**src/rtl/multicycle_ctrl.sv**
```systemverilog
// Main control FSM for the multi-cycle RV32 core: FETCH/DECODE/EXEC/MEM/WB sequencing,
// memory wait watchdog and retired-instruction counter. Optional macro: ILLEGAL_TRAP_EN.
module multicycle_ctrl #(
    parameter int unsigned MEM_WAIT_MAX = 15,
    parameter int unsigned CNT_W        = 32
) (
    input  logic             clk,
    input  logic             rst_n,
    input  logic [6:0]       opcode,
    input  logic             funct3_0,
    input  logic             zero,
    input  logic             mem_ready,
    output logic             mem_req,
    output logic             mem_write,
    output logic             adr_src,
    output logic             ir_write,
    output logic             pc_en,
    output logic             reg_write,
    output logic [1:0]       alu_src_a,
    output logic [1:0]       alu_src_b,
    output logic [1:0]       result_src,
    output logic [2:0]       ALUOP,
    output logic             mem_fault,
    output logic [CNT_W-1:0] instr_retired
`ifdef ILLEGAL_TRAP_EN
    ,
    output logic             illegal_instr
`endif
);

    localparam int unsigned WD_W = 8;

    localparam logic [6:0] OP_R     = 7'b0110011;
    localparam logic [6:0] OP_I     = 7'b0010011;
    localparam logic [6:0] OP_LOAD  = 7'b0000011;
    localparam logic [6:0] OP_STORE = 7'b0100011;
    localparam logic [6:0] OP_BR    = 7'b1100011;
    localparam logic [6:0] OP_JAL   = 7'b1101111;
    localparam logic [6:0] OP_LUI   = 7'b0110111;

    localparam logic [2:0] ALU_ADD  = 3'b000;
    localparam logic [2:0] ALU_SUB  = 3'b001;
    localparam logic [2:0] ALU_RT   = 3'b010;
    localparam logic [2:0] ALU_IA   = 3'b011;
    localparam logic [2:0] ALU_PASS = 3'b100;

    typedef enum logic [3:0] {
        IDLE, FETCH, DECODE, EXEC_R, EXEC_I, EXEC_LUI, MEM_ADDR, MEM_RD,
        MEM_WB, MEM_WR, ALU_WB, BRANCH, JAL, FAULT, TRAP
    } state_e;

    state_e          state_q, state_d;
    logic [WD_W-1:0] wd_q, wd_d;
    logic [CNT_W-1:0] cnt_q, cnt_d;
    logic            wait_st_c, wd_limit_c, retire_c;

    logic            mem_req_q, mem_req_d;
    logic            mem_write_q, mem_write_d;
    logic            adr_src_q, adr_src_d;
    logic            reg_write_q, reg_write_d;
    logic [1:0]      src_a_q, src_a_d;
    logic [1:0]      src_b_q, src_b_d;
    logic [1:0]      res_q, res_d;
    logic [2:0]      aluop_q, aluop_d;
    logic            fault_q, fault_d;
`ifdef ILLEGAL_TRAP_EN
    logic            illegal_q, illegal_d;
`endif

    // Next state, watchdog, retire strobe and lookahead-decoded Moore outputs
    always_comb begin
        state_d     = state_q;
        retire_c    = 1'b0;
        wait_st_c   = (state_q == FETCH) || (state_q == MEM_RD) || (state_q == MEM_WR);
        wd_limit_c  = (wd_q == WD_W'(MEM_WAIT_MAX - 1));

        case (state_q)
            IDLE:     state_d = FETCH;
            FETCH: begin
                if (mem_ready)       state_d = DECODE;
                else if (wd_limit_c) state_d = FAULT;
            end
            DECODE: begin
                case (opcode)
                    OP_R:              state_d = EXEC_R;
                    OP_I:              state_d = EXEC_I;
                    OP_LOAD, OP_STORE: state_d = MEM_ADDR;
                    OP_BR:             state_d = BRANCH;
                    OP_JAL:            state_d = JAL;
                    OP_LUI:            state_d = EXEC_LUI;
                    default: begin
`ifdef ILLEGAL_TRAP_EN
                        state_d = TRAP;
`else
                        state_d  = FETCH;
                        retire_c = 1'b1;
`endif
                    end
                endcase
            end
            EXEC_R, EXEC_I, EXEC_LUI: state_d = ALU_WB;
            MEM_ADDR: state_d = (opcode == OP_LOAD) ? MEM_RD : MEM_WR;
            MEM_RD: begin
                if (mem_ready)       state_d = MEM_WB;
                else if (wd_limit_c) state_d = FAULT;
            end
            MEM_WR: begin
                if (mem_ready) begin
                    state_d  = FETCH;
                    retire_c = 1'b1;
                end else if (wd_limit_c) begin
                    state_d = FAULT;
                end
            end
            MEM_WB, ALU_WB, BRANCH: begin
                state_d  = FETCH;
                retire_c = 1'b1;
            end
            JAL:      state_d = ALU_WB;
            FAULT:    state_d = FAULT;
            TRAP:     state_d = TRAP;
            default:  state_d = IDLE;
        endcase

        wd_d = wd_q;
        if (state_d != state_q)          wd_d = '0;
        else if (wait_st_c && !mem_ready) wd_d = wd_q + WD_W'(1);

        cnt_d = retire_c ? cnt_q + CNT_W'(1) : cnt_q;

        mem_req_d   = 1'b0;
        mem_write_d = 1'b0;
        adr_src_d   = 1'b0;
        reg_write_d = 1'b0;
        src_a_d     = 2'b00;
        src_b_d     = 2'b00;
        res_d       = 2'b00;
        aluop_d     = ALU_ADD;
        fault_d     = 1'b0;
`ifdef ILLEGAL_TRAP_EN
        illegal_d   = 1'b0;
`endif
        case (state_d)
            FETCH: begin
                mem_req_d = 1'b1;
                src_b_d   = 2'b10;
                res_d     = 2'b10;
            end
            DECODE: begin
                src_a_d = 2'b01;
                src_b_d = 2'b01;
            end
            EXEC_R: begin
                src_a_d = 2'b10;
                aluop_d = ALU_RT;
            end
            EXEC_I: begin
                src_a_d = 2'b10;
                src_b_d = 2'b01;
                aluop_d = ALU_IA;
            end
            EXEC_LUI: begin
                src_b_d = 2'b01;
                aluop_d = ALU_PASS;
            end
            MEM_ADDR: begin
                src_a_d = 2'b10;
                src_b_d = 2'b01;
            end
            MEM_RD: begin
                mem_req_d = 1'b1;
                adr_src_d = 1'b1;
            end
            MEM_WB: begin
                res_d       = 2'b01;
                reg_write_d = 1'b1;
            end
            MEM_WR: begin
                mem_req_d   = 1'b1;
                mem_write_d = 1'b1;
                adr_src_d   = 1'b1;
            end
            ALU_WB:   reg_write_d = 1'b1;
            BRANCH: begin
                src_a_d = 2'b10;
                aluop_d = ALU_SUB;
            end
            JAL: begin
                src_a_d = 2'b01;
                src_b_d = 2'b10;
            end
            FAULT:    fault_d = 1'b1;
`ifdef ILLEGAL_TRAP_EN
            TRAP:     illegal_d = 1'b1;
`endif
            default: ;
        endcase
    end

    always_ff @(posedge clk or negedge rst_n) begin
        if (!rst_n) begin
            state_q     <= IDLE;
            wd_q        <= '0;
            cnt_q       <= '0;
            mem_req_q   <= 1'b0;
            mem_write_q <= 1'b0;
            adr_src_q   <= 1'b0;
            reg_write_q <= 1'b0;
            src_a_q     <= 2'b00;
            src_b_q     <= 2'b00;
            res_q       <= 2'b00;
            aluop_q     <= ALU_ADD;
            fault_q     <= 1'b0;
`ifdef ILLEGAL_TRAP_EN
            illegal_q   <= 1'b0;
`endif
        end else begin
            state_q     <= state_d;
            wd_q        <= wd_d;
            cnt_q       <= cnt_d;
            mem_req_q   <= mem_req_d;
            mem_write_q <= mem_write_d;
            adr_src_q   <= adr_src_d;
            reg_write_q <= reg_write_d;
            src_a_q     <= src_a_d;
            src_b_q     <= src_b_d;
            res_q       <= res_d;
            aluop_q     <= aluop_d;
            fault_q     <= fault_d;
`ifdef ILLEGAL_TRAP_EN
            illegal_q   <= illegal_d;
`endif
        end
    end

    // Fetch handshake and branch outcome must act in the same cycle as mem_ready / zero
    assign ir_write = (state_q == FETCH) && mem_ready;
    assign pc_en    = ((state_q == FETCH) && mem_ready) || (state_q == JAL) ||
                      ((state_q == BRANCH) && (zero ^ funct3_0));

    assign mem_req       = mem_req_q;
    assign mem_write     = mem_write_q;
    assign adr_src       = adr_src_q;
    assign reg_write     = reg_write_q;
    assign alu_src_a     = src_a_q;
    assign alu_src_b     = src_b_q;
    assign result_src    = res_q;
    assign ALUOP         = aluop_q;
    assign mem_fault     = fault_q;
    assign instr_retired = cnt_q;
`ifdef ILLEGAL_TRAP_EN
    assign illegal_instr = illegal_q;
`endif

endmodule
```
**config.mk**
```make
export PLATFORM = sky130hd
export DESIGN_NAME = multicycle_ctrl
export DESIGN_NICKNAME = d
export VERILOG_FILES = /design/src/rtl/multicycle_ctrl.sv
export SDC_FILE = /design/constraint.sdc
export NUM_CORES = 1
export LEC_CHECK = 0
export BUFFER_PORTS_ARGS = -buffer_cell sky130_fd_sc_hd__buf_2
export CAP_MARGIN = 20
export CORE_ASPECT_RATIO = 1.2
export CORE_MARGIN = 5
export CORE_UTILIZATION = 25
export DETAILED_ROUTE_END_ITERATION = 8
export HOLD_SLACK_MARGIN = 0.12
export RECOVER_POWER = 25
export SKIP_LAST_GASP = 1
export SLEW_MARGIN = 40
export SYNTH_ARGS = -nofsm -noshare
export SYNTH_HDL_FRONTEND = slang
export SYNTH_SLANG_ARGS = --single-unit
export TNS_END_PERCENT = 20
```
**constraint.sdc**
```tcl
create_clock -name clk -period 2.56 [get_ports clk]
set_input_delay 0.512 -clock clk [delete_from_list [all_inputs] [get_ports clk]]
set_output_delay 0.512 -clock clk [all_outputs]
set_load 0.01 [all_outputs]
```
==> summary.md <==
The number of diodes is 0, and the power density over the cells is 971.2 nW/µm². The worst setup path is captured at a primary output. The worst setup path is launched from a register. Summed over all failing endpoints, the final setup total negative slack is 0 ns. Global route total overflow: 0. Most heavily used metal layer in global routing: met2. The tools report the critical register-to-register path endpoint as alu_src_b[1]. The clock latency at the later pin of the worst-skew pair is 0.32 ns, and the fraction of post-synthesis cell area in the top cell type by area is 47.76%.

After clock tree synthesis, the clock-pin slew on the worst setup and hold paths is 0.05 ns. Mapped cell area: 3039 µm². After detailed routing, the number of remaining DRC violations is 0.

The logs give 58 for the number of sinks driven by the clock tree and 33 for the largest net degree at the start of global routing. Synthesis inferred 58 register bits. The number of instances on the worst hold path is 1.

The critical path class is register to primary output. The met3 track demand over resource in global routing was 2.718%. Among all stages on the critical path, the largest delay is contributed by dfrtp_1. The hold violation total from the final report is 0. Total instance count after detailed placement: 518. The run finished with clean final reports. Net total in the final layout: 383.

The synthesized area divided by synthesized cell count was 10.16 µm²; the post-synthesis to final-layout area growth was 28.74%. The tools report the detailed-router iteration count before antenna repair as 4. The tools report the post-CTS setup-driven buffer insertion count as 0. After detailed routing, the number of vias per cell comes to 4.652. The die covers 14,470 µm². In this run, CTS created clock tree buffers numbering 9. The synthesized netlist contains 63 unique library cells. The share of synthesized registers carrying an async set or reset was 100.0%; the count of port buffers added during placement was 59.

Wires add up to 7.324 mm. The buffer depth of the longest clock path is 2. Registers take 1451 µm². Timing would allow up to 434.4 MHz. TritonCTS built the clock tree. Count of vias placed by the detailed router: 2,484. The run gives 1496 µm² as the area of the multi-input gates. The path with the worst hold slack has its endpoint at instr_retired[31]. Of all cell types, the one taking the most synthesized area is dfrtp_1. The buffering stage count on the worst path with inverters included is 1, and the worst slew slack as a fraction of its limit is 3.924%. The finished layout holds 534 standard cells, fillers aside.

For the data arrival at the endpoint of the critical path, the log shows 1.79 ns. The die is 130.8 µm tall. The H-tree generated during clock tree synthesis spans 3 levels. The number of violations reported at the end of detailed-routing iteration 0 was 96; the max capacitance violation total was 0.

After clock tree synthesis, the flow added hold-fix buffers numbering 0. At the pin with the least slew margin, the transition time is 1.441 ns. For this design the static power due to leakage is 1.749 nW. The hold path startpoint is instr_retired[31]. Dividing the detail-routed wire length by the instance count gives 13.72 µm. The predominant post-synthesis flop cell was dfrtp_1. In this run the worst path has a maximum fanout of 15. By instance count, the cell type seen most on the critical path is nand2_1.

For this run, global-route usage on met1 was measured as 12.73%. The number of pins exceeding their max-slew limit in the final report is 0. The tools report the share of the yosys chip area belonging to registers as 47.76%. The maximum single-stage delay on the critical path is 0.67 ns.

For the net count after synthesis, the log shows 314. The total area inside the core boundary comes to 12,000 µm². Across all register-to-register paths, the minimum setup slack is 0.33 ns.

The kind of cell with the highest combined delay along the critical path is flip-flops. In the finished design, the share of the clock period the worst path needs comes to 89.92%. Data on the critical path is required at its endpoint by 2.05 ns. Sorting the synthesized cells by area gives the leading types as dfrtp_1 48%, xnor2_1 9.8%, nand4_1 3.3%. The path class of the tightest hold or removal check is register to register. Post-CTS repair changed the size of 0 cells.

Final critical delay including setup and external delays: 2.302 ns. The number of filler instances in the final layout is 1,283, and the number of cell rows is 44. The congestion estimate from routability-driven global placement came to 0.8601.

The gate count of the mapped netlist was 299; the post-DP HPWL was 5.549 mm. Walking the worst path, the cells encountered are nand2_1 -> o32ai_1 -> nand2_1 -> nand2_1 -> buf_2. The starting density of the core is 25.32%. Setup violations remaining at the end of the flow were counted as 0. In this run, synthesis inferred 0 flip-flops with an integrated enable. In this run the count of I/O pins placed on the die edge is 60. The count of nets left with antenna violations once routing finished came out at 0. The met2 track utilization from global routing is 17.71%.

Setup repair after global routing left no endpoint under its margin. Root cell of the clock tree: clkbuf_16. The combined global-route utilization of all metal layers is 10.29%, and the worst ir drop on vdd is 0.4281 mV.

Measured in cells, the most critical reg-to-reg path has a length of 9. The x dimension of the die was 110.7 µm. Of the cells placed in the final design, the portion with a size suffix greater than 1 is 27.35%. Yosys printed 0 warnings. The tools report the worst reg2reg path startpoint as wd_q[0]. The first global-routing pass estimated 12.30 mm of wire. For the number of antenna violations at the first check in global routing, the log shows 0. The clock arrives with 0.006771 ns of skew. For the via count of the first global-routing pass, the log shows 2,438.
==> synth_stat cells (all sizes together) (2+ instances only) <==
cell and count:
o32ai 2, inv 11, nor3 9, clkbuf 4, dfrtp 58, a211oi 3, xnor2 34, and3 7
nand2 26, xor2 6, nand2b 7, nand3b 3, o22ai 2, o21a 2, nor4 4, buf 6
a21oi 6, and4 2, nand4 16, nor2 24, ha 3, nand3 19, or3b 2, o21ai 7
o211ai 3, and3b 2, o31ai 2, and2 4, a211o 2, a31o 2, a21boi 2
==> metal layers <==
metal | vias to the layer above | part of all wire, %
li1 | 1207 | -
met1 | 1202 | 44
met2 | 67 | 51
met3 | 8 | 4.7
met4 | 0 | 0.98
met5 | - | 0
==> metrics by stage <==
stage / util, % / setup WS (ns) / hold WS [ns] / total power [mW] / instance area (µm²)
4_1_cts: 32.74 / 0.2571 / 0.2297 / 3.854 / 3929
5_1_grt: 32.60 / 0.08349 / 0.5001 / 4.037 / 3913
3_5_place_dp: 29.82 / 0.2189 / 0.4613 / 2.426 / 3578
3_3_place_gp: 29.82 / 0.2245 / 0.4631 / 2.411 / 3578
2_1_floorplan: - / 0.4776 / 0.2164 / 2.013 / 3039
6_report: 32.60 / 0.2581 / 0.4686 / 3.800 / 3913
==> state kept, by name, summed over array words and instances, names as in the netlist <==
register,count
ALUOP,3
adr_src,1
alu_src_a,2
alu_src_b,2
instr_retired,32
mem_fault,1
mem_req,1
mem_write,1
reg_write,1
result_src,2
state_q,4
wd_q,8
==> final cells by class <==
| cell class | count | share of cell area (%) |
|---|---|---|
| tap | 161 | 5.149 |
| clock buffer | 9 | 5.756 |
| multi-input combinational | 220 | 38.25 |
| sequential | 58 | 37.10 |
| timing repair buffer | 68 | 9.498 |
| clock inverter | 7 | 3.198 |
| inverter | 11 | 1.055 |
==> how the worst max path moves through the flow <==
stage | start | endpoint | slack [ns] | depth (start not counted)
2_1_floorplan | mem_ready | pc_en | 0.48 | 5
3_3_place_gp | opcode[4] | adr_src | 0.22 | 6
3_5_place_dp | opcode[4] | adr_src | 0.22 | 6
4_1_cts | state_q[0] | pc_en | 0.26 | 5
5_1_grt | rst_n | instr_retired[18] | 0.08 | 2
6_report | state_q[0] | pc_en | 0.26 | 5
==> power breakdown <==
group	internal [mW]	switching, mW
logic	0.452	0.723
registers	1.08	0.146
clock network	0.960	0.444
total	2.49	1.31
==> logic make-up after synthesis <==
| logic type | synth area share, % |
|---|---|
| AND/OR/NAND/NOR | 24.41 |
| flip-flops | 47.76 |
| adder cells (fa/ha/maj) | 1.565 |
| AO/OA/AOI/OAI | 11.73 |
| XOR/XNOR | 11.53 |
| buffers and inverters | 3.005 |
==> layout by cell type (no fill, tap or decap), types with 2 or more instances in the layout <==
cell type  synthesis  final
nand2b_1           7      7
nand2_1           26     26
inv_1             10     10
nand3b_1           3      3
nor2_1            22     22
and3b_1            2      2
and3_1             7      7
and4_1             2      2
nor2_4             2      2
dfrtp_1           58     58
nor4_1             3      3
o211ai_1           2      2
o21ai_0            6      6
xnor2_1           34     34
buf_4              2      7
a21boi_0           2      2
a21oi_2            2      2
bufinv_16          0      3
clkbuf_16          0      9
buf_2              4     58
a211o_1            2      2
clkinv_4           0      2
and2_1             4      4
nand3_1           18     18
o22ai_1            2      2
ha_1               3      3
inv_6              0      2
xor2_1             6      6
a31o_2             2      2
nand4_1           16     16
o21a_1             2      2
nor3_1             8      8
o32ai_1            2      2
a21oi_1            4      4
Power figures use the tool's default switching activity.
